**config.mk**
```make
export PLATFORM = sky130hd
export DESIGN_NAME = mem_port_arbiter
export DESIGN_NICKNAME = d
export VERILOG_FILES = /design/src/rtl/mem_port_arbiter_pkg.sv /design/src/rtl/mem_port_arbiter_wdt_counter.sv /design/src/rtl/mem_port_arbiter.sv
export SDC_FILE = /design/constraint.sdc
export NUM_CORES = 1
export LEC_CHECK = 0
export CAP_MARGIN = 30
export CORE_MARGIN = 1.5
export CORE_UTILIZATION = 35
export CTS_BUF_LIST = sky130_fd_sc_hd__clkbuf_2
export CTS_CLUSTER_SIZE = 28
export DETAILED_ROUTE_END_ITERATION = 16
export PLACE_DENSITY = 0.69
export SLEW_MARGIN = 20
export SYNTH_ARGS = -nofsm -noshare
export SYNTH_HDL_FRONTEND = slang
export SYNTH_SLANG_ARGS = --single-unit
export TNS_END_PERCENT = 30
```
**constraint.sdc**
```tcl
create_clock -name clk -period 2.8 [get_ports clk]
set_input_delay 0.28 -clock clk [delete_from_list [all_inputs] [get_ports clk]]
set_output_delay 0.28 -clock clk [all_outputs]
set_load 0.03 [all_outputs]
```
**src/rtl/mem_port_arbiter_pkg.sv**
```systemverilog
// mem_port_arbiter_pkg: the FSM state encoding and the default address/data widths,
// shared by the arbiter and its bench.
package mem_port_arbiter_pkg;
    localparam int AW_DEF = 32;
    localparam int DW_DEF = 32;
    typedef enum logic [1:0] {
        IDLE   = 2'b00,
        GNT_DM = 2'b01,
        GNT_IF = 2'b10
    } state_e;
endpackage

```
**src/rtl/mem_port_arbiter_wdt_counter.sv**
```systemverilog
// wdt_counter: clearable wait counter; hit_o marks the last cycle a grant may still see mem_ack.
module wdt_counter #(
    parameter int TIMEOUT = 15
) (
    input  logic clk,
    input  logic clrn,
    input  logic clr_i,
    input  logic en_i,
    output logic hit_o
);
    logic [7:0] cnt_q;
    always_ff @(posedge clk or negedge clrn) begin
        if (!clrn) cnt_q <= '0;
        else if (clr_i) cnt_q <= '0;
        else if (en_i) cnt_q <= cnt_q + 8'd1;
    end
    // cnt_q equals the GNT cycles already spent without an ack, so TIMEOUT-1 is the final cycle
    assign hit_o = cnt_q == 8'(TIMEOUT - 1);
endmodule

```
**src/rtl/mem_port_arbiter.sv**
```systemverilog
// mem_port_arbiter: shares one memory port between instruction fetch and data memory,
// with DM priority, an anti-starvation override for fetch and a sticky timeout flag.
module mem_port_arbiter
    import mem_port_arbiter_pkg::*;
#(
    parameter int AW      = AW_DEF,
    parameter int DW      = DW_DEF,
    parameter int TIMEOUT = 15,
    parameter int STARVE  = 4
) (
    input  logic          clk,
    input  logic          clrn,
    input  logic          if_req,
    input  logic [AW-1:0] if_addr,
    output logic          if_ack,
    output logic [DW-1:0] if_rdata,
    input  logic          dm_req,
    input  logic          dm_we,
    input  logic [AW-1:0] dm_addr,
    input  logic [DW-1:0] dm_wdata,
    output logic          dm_ack,
    output logic [DW-1:0] dm_rdata,
    output logic          mem_req,
    output logic          mem_we,
    output logic [AW-1:0] mem_addr,
    output logic [DW-1:0] mem_wdata,
    input  logic [DW-1:0] mem_rdata,
    input  logic          mem_ack,
    output logic          busy,
    output logic          to_err
);
    state_e        state_q, state_d;
    logic [7:0]    starve_q;
    logic          mem_req_q, mem_we_q, if_ack_q, dm_ack_q, to_err_q;
    logic [AW-1:0] mem_addr_q;
    logic [DW-1:0] mem_wdata_q, if_rdata_q, dm_rdata_q;
    logic          if_win, dm_win, grant, hit, done;

    assign if_win = if_req && (!dm_req || starve_q == 8'(STARVE));
    assign dm_win = dm_req && !if_win;
    assign grant  = state_q == IDLE && (if_win || dm_win);
    // mem_ack takes precedence over an expiring wait counter in the same cycle
    assign done   = state_q != IDLE && (mem_ack || hit);

    wdt_counter #(.TIMEOUT(TIMEOUT)) u_wdt (
        .clk  (clk),
        .clrn (clrn),
        .clr_i(grant),
        .en_i (state_q != IDLE && !mem_ack),
        .hit_o(hit)
    );

    always_comb begin
        state_d = state_q;
        if (state_q == IDLE) state_d = dm_win ? GNT_DM : if_win ? GNT_IF : IDLE;
        else if (done) state_d = IDLE;
    end

    always_ff @(posedge clk or negedge clrn) begin
        if (!clrn) begin
            state_q     <= IDLE;
            starve_q    <= '0;
            mem_req_q   <= 1'b0;
            mem_we_q    <= 1'b0;
            mem_addr_q  <= '0;
            mem_wdata_q <= '0;
            if_ack_q    <= 1'b0;
            dm_ack_q    <= 1'b0;
            if_rdata_q  <= '0;
            dm_rdata_q  <= '0;
            to_err_q    <= 1'b0;
        end else begin
            state_q  <= state_d;
            if_ack_q <= 1'b0;
            dm_ack_q <= 1'b0;
            if (grant) begin
                mem_req_q   <= 1'b1;
                mem_we_q    <= dm_win && dm_we;
                mem_addr_q  <= dm_win ? dm_addr : if_addr;
                mem_wdata_q <= dm_win ? dm_wdata : '0;
                starve_q    <= if_win ? '0 : (if_req && starve_q != 8'(STARVE)) ? starve_q + 8'd1 : starve_q;
            end
            if (done) begin
                mem_req_q <= 1'b0;
                to_err_q  <= to_err_q || !mem_ack;
                if (state_q == GNT_IF) begin
                    if_ack_q   <= 1'b1;
                    if_rdata_q <= mem_ack ? mem_rdata : '0;
                end else begin
                    dm_ack_q <= 1'b1;
                    if (!mem_ack || !mem_we_q) dm_rdata_q <= mem_ack ? mem_rdata : '0;
                end
            end
        end
    end

    assign mem_req   = mem_req_q;
    assign mem_we    = mem_we_q;
    assign mem_addr  = mem_addr_q;
    assign mem_wdata = mem_wdata_q;
    assign if_ack    = if_ack_q;
    assign dm_ack    = dm_ack_q;
    assign if_rdata  = if_rdata_q;
    assign dm_rdata  = dm_rdata_q;
    assign busy      = state_q != IDLE;
    assign to_err    = to_err_q;
endmodule

```
==> results.py, run 1 <==
metrics = {
    "critical_path": {
        "crit_path_start": "state_q[0]$_DFFE_PN0P_",
        "cp-end-kind": "primary output",
        "cp_slowest_cell": "clkdlybuf4s50_1",
        "reg2reg_from": "starve_q[3]$_DFFE_PN0P_",
        "worst-path-max-fanout": 11,
        "cpPeakStageDelay_ps": 610,
        "cp-start-kind": "flip-flop",
        "cp_top_family": "buffers and inverters",
        "cp_num_buf_inv": 2,
        "cp_cell_sequence": "nor2_2 > inv_1 > clkdlybuf4s50_1",
        "crit_type": "flip-flop to primary output",
        "crit_arrival_ps": 2270,
        "cp.required_ps": 2520,
    },
    "timing": {
        "drv_slew": 0,
        "setup_viol": 0,
        "fin_crit_sh": 0.911,
        "clock.fmax_mhz": 392,
        "rsz0062_at_grt": "false",
        "period_needed_ps": 2550,
        "fin_tns_setup_ps": 0,
        "hold-worst-slack_ps": 110,
        "hold_violations": 0,
        "max_slew.worst_pin.slew_ps": 722,
        "skew_ps": 29.1,
        "slew_headroom": 0.518,
    },
    "logic_synthesis": {
        "syn_area_per_cell_um2": 12.8,
        "synth_edf_count": 0,
        "syn_area_um2": 6060,
        "synth_top_cell_area_share": 0.623,
        "synth_top_cell_by_area": "dfrtp_1",
        "synth_seq_area_share": 0.623,
        "dominantRegCellSynth": "dfrtp_1",
        "async_flop_share": 1.00,
        "synthCells": 474,
        "synth_warnings": 0,
        "synth-seq-cells": 151,
        "syn_nets": 612,
        "synth_top_cells_by_area": "dfrtp_1 (62%), a22o_1 (14%), mux2i_1 (5.3%)",
        "synthDistinctLibCells": 45,
    },
    "clocking": {
        "cts_setup_buffers": 0,
        "clockBufferDepth": 2,
        "clk_latency_ps": 720,
        "cts_tree": "done",
        "clkTransAtPathRegs_ps": 230,
        "clock-sinks": 151,
        "cts_resized": 0,
        "root_buffer": "clkbuf_2",
        "cts_made_buffers": 17,
        "cts.htree.levels": 4,
    },
    "detailed_routing": {
        "ant_nets": 0,
        "met2RoutedLength_um": 8340,
        "drt_iter0_drc": 178,
        "first_pass_iters": 4,
        "vias": 4890,
        "met3_length_um": 1330,
        "vias_per_cell": 5.02,
        "wl_met1_um": 7350,
        "drc_errors": 0,
        "wl_per_cell_um": 17.6,
        "wl_um": 17200,
        "highest_layer": "met4",
    },
    "floorplan": {
        "die_x_um": 135,
        "coreArea_um2": 16800,
        "die_area_um2": 18100,
        "ios": 268,
        "initial_core_util": 0.362,
        "rows": 47,
        "die_h_um": 135,
    },
    "power_and_ir_drop": {
        "p_seq_frac": 0.346,
        "p_clk_frac": 0.127,
        "cellInternalPower_mw": 6.01,
        "p_sw_frac": 0.430,
        "power_switching_mw": 4.53,
        "worst_ir_drop_vdd_mv": 0.671,
        "p_per_area_nw_per_um2": 1150,
        "power.leakage_nw": 4.06,
        "p_comb_frac": 0.527,
    },
    "layout": {
        "drive_gt1_frac": 0.0757,
        "multi_input_comb_area_um2": 2080,
        "mostFrequentLayoutCells": "clkdlybuf4s50_1 (266), dfrtp_1 (151), a22o_1 (96), nor2_1 (45), a21oi_1 (34)",
        "final_nets": 878,
        "n_fill_cell": 1421,
        "area_growth_pct": 51.9,
        "seqCellArea_um2": 3780,
        "mostFrequentLayoutCell": "clkdlybuf4s50_1",
        "final_core_util": 0.549,
    },
    "global_route": {
        "grt_pass1_wl_um": 26900,
        "track_usage": 0.190,
        "overflow": 0,
        "grt_max_degree": 75,
        "grt_pass1_vias": 5048,
        "grt_antenna_before_repair": 1,
    },
    "job": {
        "drv_cap": 0,
    },
    "place": {
        "port_buffers": 267,
        "globalplace.congestion": 0.804,
        "dpl.hpwl_um": 11700,
    },
    "outcome": {
        "status": "finished, final reports clean",
    },
    "hold_path": {
        "hold_path.class": "input port to asynchronous set/reset pin",
    },
}
-- routing by layer --
metal  vias up  GRT usage
met5         -          0
met4         0     0.0472
met1      2407      0.241
li1       2273          -
met2       203      0.313
met3         7     0.0657
-- sequential cells by signal, indices dropped and copies added, names as in the netlist --
| register | cells |
|---|---|
| dm_rdata | 32 |
| state_q | 2 |
| u_wdt.cnt_q | 8 |
| if_rdata | 32 |
| to_err | 1 |
| dm_ack | 1 |
| if_ack | 1 |
| mem_addr | 32 |
| mem_we | 1 |
| mem_req | 1 |
| mem_wdata | 32 |
| starve_q | 8 |
-- metrics by stage --
| step | power, mW | instances | setup slack (ps) | instance area, µm² |
|---|---|---|---|---|
| finish | 10.5 | 974 | 250 | 9210 |
| global route | 11.1 | 974 | 27.7 | 9210 |
| CTS | 10.7 | 973 | 170 | 9210 |
| detailed placement | 9.28 | 940 | 653 | 8940 |
| global placement | 9.17 | 940 | 737 | 8940 |
| floorplan | 6.82 | 474 | 1050 | 6060 |
-- worst register-to-register path: cells and delay by family, from the launching register on --
| family | cells | cell delay, ps |
|---|---|---|
| buf+inv | 1 | 460 |
| compound gates | 2 | 340 |
| mux | 1 | 300 |
| flops | 1 | 500 |
| simple gates | 1 | 370 |
-- kinds of logic after synthesis --
family	Yosys count	synth area share
buffers and inverters	41	0.0365
adders and majority gates	4	0.00826
DFF	151	0.623
xor gates and xnor gates	10	0.0144
AOI/OAI and AO/OA	149	0.191
muxes	33	0.0547
and+or+nand+nor	86	0.0718
-- power groups by stage --
stage | clock network (mW) | logic [mW] | registers, mW
2_1_floorplan | 0 | 1.49 | 5.32
3_3_place_gp | 0 | 5.52 | 3.66
3_5_place_dp | 0 | 5.61 | 3.67
4_1_cts | 1.40 | 5.62 | 3.65
5_1_grt | 1.50 | 5.86 | 3.77
6_report | 1.34 | 5.56 | 3.65
-- layout make-up --
type / count / share of cell area
sequential: 151 / 0.410
timing repair buffer: 280 / 0.303
multi-input combinational: 282 / 0.225
tap: 220 / 0.0299
clock inverter: 15 / 0.0190
clock buffer: 17 / 0.00924
inverter: 8 / 0.00326
antenna: 1 / 0.000272
-- synth_stat cells, drive strengths merged, types with 2 or more instances --
| cell type | instances |
|---|---|
| a21o | 3 |
| a21oi | 35 |
| a22o | 96 |
| a31o | 2 |
| buf | 14 |
| clkbuf | 19 |
| dfrtp | 151 |
| ha | 4 |
| inv | 8 |
| mux2i | 32 |
| nand2 | 12 |
| nand2b | 2 |
| nand3 | 3 |
| nand4 | 7 |
| nand4bb | 2 |
| nor2 | 47 |
| nor2b | 2 |
| nor3 | 2 |
| nor3b | 2 |
| o21ai | 5 |
| or4 | 2 |
| xor2 | 10 |
-- repair_timing --
item                       in CTS  in global routing
hold buffers                    1                  0
setup endpoints to repair       0                  0
hold endpoints to repair       73                  0
-- path summary, 6_finish.rpt --
path,cells after the start,to,slack [ps]
setup reg to reg,5,mem_addr[19]$_DFFE_PN0P_,740
hold reg to reg,1,to_err$_DFFE_PN0P_,520
min in group clk,3,if_rdata[29]$_DFFE_PN0P_,120
max in group asynchronous,3,dm_rdata[26]$_DFFE_PN0P_,1830
hold / removal,2,mem_addr[23]$_DFFE_PN0P_,110
setup / recovery,3,busy,250
Power figures use the tool's default switching activity.
==> run 2, diff against run 1 <==
CORE_MARGIN = 4   (was 1.5)
==> run 2 against run 1 <==
Flip-flop and latch count is the same; critical path type unchanged; largest cell class unchanged; combinational power is essentially flat; wire length grew 4.2%; worst setup slack gained 14 ps.
==> results.py, run 2 (same netlist as run 1, synthesis figures left out) <==
metrics = {
    "critical_path": {
        "reg2reg_to": "if_rdata[8]$_DFFE_PN0P_",
        "crit_path_start": "state_q[0]$_DFFE_PN0P_",
        "cp.required_ps": 2520,
        "cp-start-kind": "flip-flop",
        "cp-end-kind": "primary output",
        "reg2reg_from": "u_wdt.cnt_q[0]$_DFFE_PN0P_",
        "r2r.worst_path.cells": 7,
        "rrSetupSlack_ps": 820,
        "worst-path-max-fanout": 11,
        "crit_arrival_ps": 2260,
        "crit_end": "busy",
        "crit_type": "flip-flop to primary output",
    },
    "timing": {
        "slew_headroom": 0.580,
        "skew_ps": 48.9,
        "hold-worst-slack_ps": 160,
        "max_slew.worst_pin.slew_ps": 629,
        "setup_viol": 0,
        "hold_violations": 0,
        "fin_crit_sh": 0.906,
        "clock.fmax_mhz": 394,
        "setup_ws_ps": 263,
        "fin_tns_setup_ps": 0,
        "period_needed_ps": 2540,
        "drv_slew": 0,
        "rsz0062_at_grt": "false",
    },
    "layout": {
        "mostFrequentLayoutCells": "clkdlybuf4s50_1 (266), dfrtp_1 (151), a22o_1 (96), nor2_1 (45), a21oi_1 (34)",
        "drive_gt1_frac": 0.0784,
        "area_growth_pct": 52.5,
        "mostFrequentLayoutCell": "clkdlybuf4s50_1",
        "final_nets": 879,
    },
    "clocking": {
        "clkTransAtPathRegs_ps": 250,
        "clockBufferDepth": 2,
        "cts_tree": "done",
        "cts_hold_buf": 3,
        "clk_latency_ps": 710,
        "cts_resized": 0,
        "root_buffer": "clkbuf_2",
        "cts.htree.levels": 4,
        "cts_setup_buffers": 0,
        "cts_made_buffers": 17,
        "clock-sinks": 151,
    },
    "power_and_ir_drop": {
        "finalPower_mw": 10.6,
        "p_seq_frac": 0.349,
        "power_switching_mw": 4.56,
        "worst_ir_drop_vdd_mv": 0.674,
        "cellInternalPower_mw": 6.01,
        "power.leakage_nw": 4.07,
        "p_sw_frac": 0.431,
        "p_comb_frac": 0.526,
        "p_per_area_nw_per_um2": 1140,
        "p_clk_frac": 0.124,
    },
    "detailed_routing": {
        "wl_um": 17900,
        "first_pass_iters": 4,
        "vias": 4853,
        "drc_errors": 0,
        "ant_nets": 0,
        "vias_per_cell": 4.98,
        "wl_per_cell_um": 18.3,
        "drt_iter0_drc": 310,
    },
    "floorplan": {
        "initial_core_util": 0.362,
        "rows": 47,
        "die_h_um": 140,
        "die_area_um2": 19500,
        "coreArea_um2": 16800,
        "ios": 268,
        "die_x_um": 140,
    },
    "outcome": {
        "status": "finished, final reports clean",
    },
    "hold_path": {
        "hold_path.class": "input port to flip-flop",
    },
    "global_route": {
        "grt_antenna_before_repair": 1,
        "overflow": 0,
        "track_usage": 0.183,
        "grt_pass1_wl_um": 28500,
        "grt_max_degree": 81,
        "grt_pass1_vias": 5194,
    },
    "place": {
        "port_buffers": 267,
        "pre_cts_ws_ps": 797,
        "globalplace.congestion": 0.907,
        "dpl.hpwl_um": 13000,
    },
    "job": {
        "drv_cap": 0,
    },
}
## run 2: changes by cell type in the layout (fill, tap and decap cells not counted), sizes merged
cell / delta
dlygate4sd3: +1
inv: -1
clkinvlp: +3
clkinv: -4
clkbuf: +1
## run 2: cell type report
cell class,count,area (µm²)
Fill cell,1424,7510
Sequential cell,151,3780
Timing Repair Buffer,281,2820
Multi-Input combinational cell,282,2080
Tap cell,220,275
Clock inverter,13,173
Clock buffer,18,90.1
Inverter,8,30.0
Antenna cell,1,2.50
## run 2: metrics by stage
stage | util | cell area (µm²) | std cells
6_report | 0.552 | 9250 | 974
5_1_grt | 0.552 | 9250 | 974
4_1_cts | 0.552 | 9240 | 973
3_5_place_dp | 0.533 | 8940 | 939
3_3_place_gp | 0.533 | 8940 | 939
2_1_floorplan | - | 6060 | 474
## run 2: worst min path at each step
stage,cells after the start,start,to
final,3,dm_addr[31],mem_addr[31]$_DFFE_PN0P_
after global routing,2,dm_wdata[4],mem_wdata[4]$_DFFE_PN0P_
after CTS,2,dm_wdata[2],mem_wdata[2]$_DFFE_PN0P_
after detailed placement,1,clrn,mem_addr[19]$_DFFE_PN0P_
after global placement,1,clrn,mem_addr[11]$_DFFE_PN0P_
after floorplan,0,clrn,dm_ack$_DFF_PN0_
## run 2: worst max-delay path, cell delays in order, from the launching register on
cell,delay (ps)
dfrtp_1,560
nor2_2,340
inv_1,80
clkdlybuf4s50_1,610
## run 2: power groups by stage
stage / registers (mW) / logic [mW] / clock network [mW]
final: 3.69 / 5.56 / 1.32
after global routing: 3.81 / 5.88 / 1.48
after CTS: 3.69 / 5.63 / 1.38
after detailed placement: 3.71 / 5.62 / 0
after global placement: 3.70 / 5.52 / 0
after floorplan: 5.32 / 1.49 / 0
## run 2: layer usage
metal / up-vias / part of all wire / track usage
met4: 0 / 0.014 / 0.0515
met1: 2322 / 0.45 / 0.239
met5: - / 0 / 0
li1: 2274 / - / -
met2: 239 / 0.45 / 0.286
met3: 18 / 0.084 / 0.0707
